File: config.mk
export PLATFORM = sky130hd
export DESIGN_NAME = fetch_unit
export DESIGN_NICKNAME = d
export VERILOG_FILES = /design/src/rtl/core_pkg.sv /design/src/rtl/fetch_hold_buffer.sv /design/src/rtl/fetch_unit.sv
export SDC_FILE = /design/constraint.sdc
export NUM_CORES = 1
export LEC_CHECK = 0
export BUFFER_PORTS_ARGS = -buffer_cell sky130_fd_sc_hd__clkbuf_2
export CORE_ASPECT_RATIO = 0.8
export CORE_UTILIZATION = 53
export CTS_BUF_LIST = sky130_fd_sc_hd__clkbuf_2 sky130_fd_sc_hd__clkbuf_4 sky130_fd_sc_hd__clkbuf_8
export DETAILED_ROUTE_END_ITERATION = 7
export GPL_TIMING_DRIVEN = 0
export PLACE_DENSITY = 0.9
export SLEW_MARGIN = 20
export SYNTH_ARGS = -nofsm -noshare
export SYNTH_HDL_FRONTEND = slang
export SYNTH_SLANG_ARGS = --single-unit
File: constraint.sdc
create_clock -name clk -period 2.7 [get_ports clk]
set_input_delay 0.405 -clock clk [delete_from_list [all_inputs] [get_ports clk]]
set_output_delay 0.405 -clock clk [all_outputs]
set_load 0.005 [all_outputs]
File: src/rtl/core_pkg.sv
// Shared definitions for the core front end: NOP encoding, fetch FSM states, reset PC.
// Latency: n/a (package only).
// Backpressure: n/a.
package core_pkg;

  // MOV r0, r0: the architectural no-op used for pipeline bubbles.
  localparam logic [31:0] NOP_INSTR        = 32'hE1A0_0000;
  localparam logic [31:0] DEFAULT_RESET_PC = 32'h0000_0000;

  typedef enum logic [1:0] {
    FETCH   = 2'd0,
    HOLD    = 2'd1,
    DISCARD = 2'd2
  } fetch_state_t;

  function automatic logic [31:0] word_align(input logic [31:0] addr);
    return addr & ~32'h0000_0003;
  endfunction

endpackage

File: src/rtl/fetch_hold_buffer.sv
// Holds one fetched instruction while IF/ID is stalled.
// Latency: word visible on instr_o the cycle after load_i.
// Backpressure: none; the owner decides when to load or clear.
// Ports: clk/reset (sync, active-high); load_i captures data_i; clear_i drops
//        the held word; instr_o / vld_o present the held word and its valid bit.
module fetch_hold_buffer
  import core_pkg::*;
(
  input  logic        clk,
  input  logic        reset,
  input  logic        load_i,
  input  logic        clear_i,
  input  logic [31:0] data_i,
  output logic [31:0] instr_o,
  output logic        vld_o
);

  logic [31:0] buf_q;
  logic        vld_q;

  always_ff @(posedge clk) begin
    if (reset) begin
      buf_q <= NOP_INSTR;
      vld_q <= 1'b0;
    end else if (load_i) begin
      buf_q <= data_i;
      vld_q <= 1'b1;
    end else if (clear_i) begin
      vld_q <= 1'b0;
    end
  end

  assign instr_o = buf_q;
  assign vld_o   = vld_q;

endmodule

File: src/rtl/fetch_unit.sv
// Instruction fetch: owns the PC, issues single outstanding imem requests, feeds IF/ID.
// Latency: zero cycles from imem_ready to instr_out; one instruction per cycle sustained.
// Backpressure: stall parks a returned word in the hold buffer and stops requesting;
//               branch_taken overrides stall and squashes in-flight/held words.
// Ports: clk/reset (sync, active-high); stall, branch_taken/branch_target from the
//        pipeline; imem_req/imem_addr/imem_ready/imem_rdata to instruction memory;
//        instr_out/pc_out/instr_valid to the IF/ID register.
module fetch_unit
  import core_pkg::*;
#(
  parameter logic [31:0] RESET_PC = DEFAULT_RESET_PC
) (
  input  logic        clk,
  input  logic        reset,
  input  logic        stall,
  input  logic        branch_taken,
  input  logic [31:0] branch_target,
  output logic        imem_req,
  output logic [31:0] imem_addr,
  input  logic        imem_ready,
  input  logic [31:0] imem_rdata,
  output logic [31:0] instr_out,
  output logic [31:0] pc_out,
  output logic        instr_valid
);

  fetch_state_t state_q, state_d;
  logic [31:0]  pc_q, pc_d;
  logic [31:0]  addr_q, addr_d;
  logic         buf_load, buf_clear;
  logic [31:0]  buf_instr;
  logic         buf_vld;
  logic [31:0]  target;
  logic [31:0]  pc_inc;

  assign target = word_align(branch_target);
  assign pc_inc = pc_q + 32'd4;

  fetch_hold_buffer u_hold (
    .clk     (clk),
    .reset   (reset),
    .load_i  (buf_load),
    .clear_i (buf_clear),
    .data_i  (imem_rdata),
    .instr_o (buf_instr),
    .vld_o   (buf_vld)
  );

  always_ff @(posedge clk) begin
    if (reset) begin
      state_q <= FETCH;
      pc_q    <= RESET_PC;
      addr_q  <= RESET_PC;
    end else begin
      state_q <= state_d;
      pc_q    <= pc_d;
      addr_q  <= addr_d;
    end
  end

  always_comb begin
    state_d     = state_q;
    pc_d        = pc_q;
    addr_d      = addr_q;
    buf_load    = 1'b0;
    buf_clear   = 1'b0;
    imem_req    = 1'b0;
    imem_addr   = pc_q;
    instr_out   = NOP_INSTR;
    pc_out      = pc_q;
    instr_valid = 1'b0;

    if (reset) begin
      pc_out = RESET_PC;
    end else begin
      unique case (state_q)
        FETCH: begin
          imem_req  = 1'b1;
          imem_addr = pc_q;
          addr_d    = pc_q;
          if (branch_taken) begin
            // A response arriving with the redirect is simply dropped; without
            // one, the old request is still in flight and must be drained.
            pc_d    = target;
            state_d = imem_ready ? FETCH : DISCARD;
          end else if (imem_ready) begin
            instr_valid = 1'b1;
            instr_out   = imem_rdata;
            if (stall) begin
              buf_load = 1'b1;
              state_d  = HOLD;
            end else begin
              pc_d = pc_inc;
            end
          end
        end

        HOLD: begin
          if (branch_taken) begin
            pc_d      = target;
            buf_clear = 1'b1;
            state_d   = FETCH;
          end else begin
            instr_valid = buf_vld;
            instr_out   = buf_instr;
            if (!stall) begin
              pc_d      = pc_inc;
              buf_clear = 1'b1;
              state_d   = FETCH;
            end
          end
        end

        DISCARD: begin
          // Keep presenting the squashed address until memory answers it.
          imem_req  = 1'b1;
          imem_addr = addr_q;
          if (branch_taken) begin
            pc_d = target;
          end
          // A redirect coinciding with the drained response still leaves: no
          // further response would ever come for the old request.
          if (imem_ready) begin
            state_d = FETCH;
          end
        end

        default: begin
          state_d = FETCH;
        end
      endcase
    end
  end

endmodule
==> impl_metrics.ini <==
[run_status]
status = complete, no violations

[sta]
setup_viol = 0
period_minus_slack_ns = 2.613
max_slew_margin = 0.5611
setup_slack_ns = 0.08721
rsz0062_at_grt = no
skew_ns = 0.01084
worstMarginPinSlew_ns = 0.6534
max_freq_ghz = 0.3827
finalCritPeriodShare = 0.9677
hold_ws_ns = 0.2606
finalHoldViolCount = 0
tns_ns = 0
drv_slew = 0

[layout]
finalNetCount = 972
drive_above_1_share = 0.2734
fin_util = 0.6774
fillers = 889
antenna_cells = 0
syn_to_final_growth_pct = 22.97
multiInputGateArea_um2 = 3179
register_area_um2 = 1902

[synthesis]
netlist_top_cells_area = dfxtp_1 35%, nand2_1 11%, a21oi_1 7.1%
post-synth-top-area-fraction = 0.3534
synth_common_cells = 152 x nand2_1, 95 x dfxtp_1, 76 x a21oi_1, 54 x nor2_1, 46 x clkbuf_1
ys_warn_count = 0
yosys_register_bits = 95
synth_edf_count = 0
yosysMostFrequentCell = nand2_1
ys_seq_area_frac = 0.3534
avgSynthCellArea_um2 = 7.382
netlist_instances = 729
syn_area_um2 = 5381
synth_cell_type_count = 54
yosysTopAreaCell = dfxtp_1
synthFlopType = dfxtp_1
async_flop_share = 0

[power]
power_switching_uw = 955.5
vdd_drop_max_mv = 0.3362
leakage_nw = 2.723
clkPwrFrac = 0.328
comb_power_share = 0.194
p_int_mw = 2.278
powerDensity_nw_per_um2 = 488.6
sw_frac_of_total = 0.2955
pwr-share-seq = 0.478
power_mw = 3.234

[cts]
ctsResizeCount = 6
cts_hold_buf = 0
cts-root-buf = clkbuf_8
cts.sinks = 95
cts_buffers = 9
clk_latency_ns = 0.38
post-cts-setup-buffer-count = 0
clk_pin_slew_ns = 0.09
tritoncts = done
clk_path_buf_depth = 2
cts_max_level = 3

[floorplanning]
die_area_um2 = 10560
die_w_um = 114.7
fp.dieH_um = 92.13
io_pins = 167
coreArea_um2 = 9769
row_count = 32
start_util = 0.5508

[detailed_routing]
via_per_inst = 5.866
dr.pass1.iters = 8
avgRoutedWirePerCell_um = 16.25
drc = 0
routed_wl_um = 16940
vias = 6118
antenna_left = 0
drt-initial-drc-count = 731

[setup_path]
cp_max_fo = 10
cp.arrival_ns = 2.21
critPathLaunchType = register
critPathKind = reg -> out
cp-end-kind = output pin
cp.required_ns = 2.30

[global_route]
grt.total_usage = 0.3230
grt_pass1_wl_um = 26590
grt_pass1_vias = 5344
grt_max_degree = 16
overflow = 0
grt_antenna_before_repair = 0

[placed_design]
port_buffers = 159
dp_slack_ns = -0.1199
routabilityCongestion = 0.9366
dp_hpwl_um = 12200

[flow_run]
maxCapViolations = 0

[hold_path]
hold_class = in -> reg
-- sequential cells by signal (all words and copies together), names as in the netlist --
name            flops
u_hold.vld_o        1
pc_q               30
state_q             2
u_hold.instr_o     32
addr_q             30
-- worst max-delay path, stage by stage, from the launching register on --
cell and delay (ns):
dfxtp_1 0.32, or2_2 0.28, clkbuf_1 0.16, nor3b_2 0.29, buf_6 0.18, clkbuf_4 0.21, a22oi_1 0.10, nor2_1 0.15
clkbuf_2 0.14
-- area by class of cell --
cell class              count  area share
repair buffers            159      0.1202
multi-input cells         559      0.4804
flip-flops and latches     95      0.2874
inverters                   4    0.002269
plain buffers              74     0.05048
well taps                 136     0.02571
clock buffers              10     0.02080
clock inverters             6     0.01267
-- cell families (layout without fill, tap and decap cells) --
kind of cell / Yosys count / in the layout / share of synthesized area
fa+ha+maj: 1 / 1 / 0.002325
mux: 30 / 30 / 0.06254
other cells: 1 / 4 / 0.0006968
flops: 95 / 95 / 0.3534
compound gates: 190 / 190 / 0.2188
buf+inv: 78 / 253 / 0.06092
simple gates: 334 / 334 / 0.3013
-- final timing paths --
path / startpoint / endpoint / slack [ns] / cells after the start
hold reg to reg: addr_q[9]$_SDFFE_PP0P_ / addr_q[9]$_SDFFE_PP0P_ / 0.46 / 2
setup / recovery: state_q[1]$_SDFFE_PP0P_ / instr_out[7] / 0.09 / 8
hold / removal: imem_rdata[19] / u_hold.instr_o[19]$_SDFFE_PP0P_ / 0.26 / 3
setup reg to reg: pc_q[2]$_SDFFE_PP0P_ / pc_q[30]$_SDFFE_PP0P_ / 0.18 / 6
-- power groups by stage --
stage                     clock network (mW)  registers (mW)  logic [mW]
after floorplan                            0            1.55       0.377
after global placement                     0            1.57       0.593
after detailed placement                   0            1.57       0.605
after CTS                               1.06            1.54       0.613
after global routing                    1.12            1.55       0.687
final                                   1.06            1.54       0.627
-- stage by stage --
step | std cells | cell area, um2
3_3_place_gp | 1027 | 6359
6_report | 1043 | 6618
5_1_grt | 1043 | 6618
2_1_floorplan | 732 | 5393
4_1_cts | 1043 | 6601
3_5_place_dp | 1027 | 6359
-- per-layer routing --
layer,GRT usage,vias to the layer above,share of wire
li1,-,2899,-
met3,0.07403,61,0.11
met4,0.1461,0,0.037
met2,0.4783,371,0.43
met5,0,-,0
met1,0.4441,2787,0.42
-- cell usage in the layout, fill, tap and decap left out, types with 3 or more instances in the layout --
cell type	netlist	routed
a21o_1	7	7
a21oi_1	76	76
a22oi_1	32	32
a2bb2oi_1	4	4
a31oi_1	10	10
a32oi_1	4	4
and3_1	3	3
buf_1	8	5
buf_2	14	13
buf_4	4	4
clkbuf_1	46	41
clkbuf_2	2	167
clkbuf_8	0	10
clkinv_2	0	3
conb_1	1	4
dfxtp_1	95	95
inv_1	4	4
mux2_2	29	29
nand2_1	152	152
nand2b_1	8	8
nand3_1	21	21
nand3b_1	8	8
nand4_1	11	11
nor2_1	54	54
nor2b_1	30	30
nor3_1	10	9
o21ai_0	26	26
o22ai_1	7	7
o31ai_1	9	9
or2_2	4	4
or3_1	10	10
or4_1	7	7
Power figures use the tool's default switching activity.
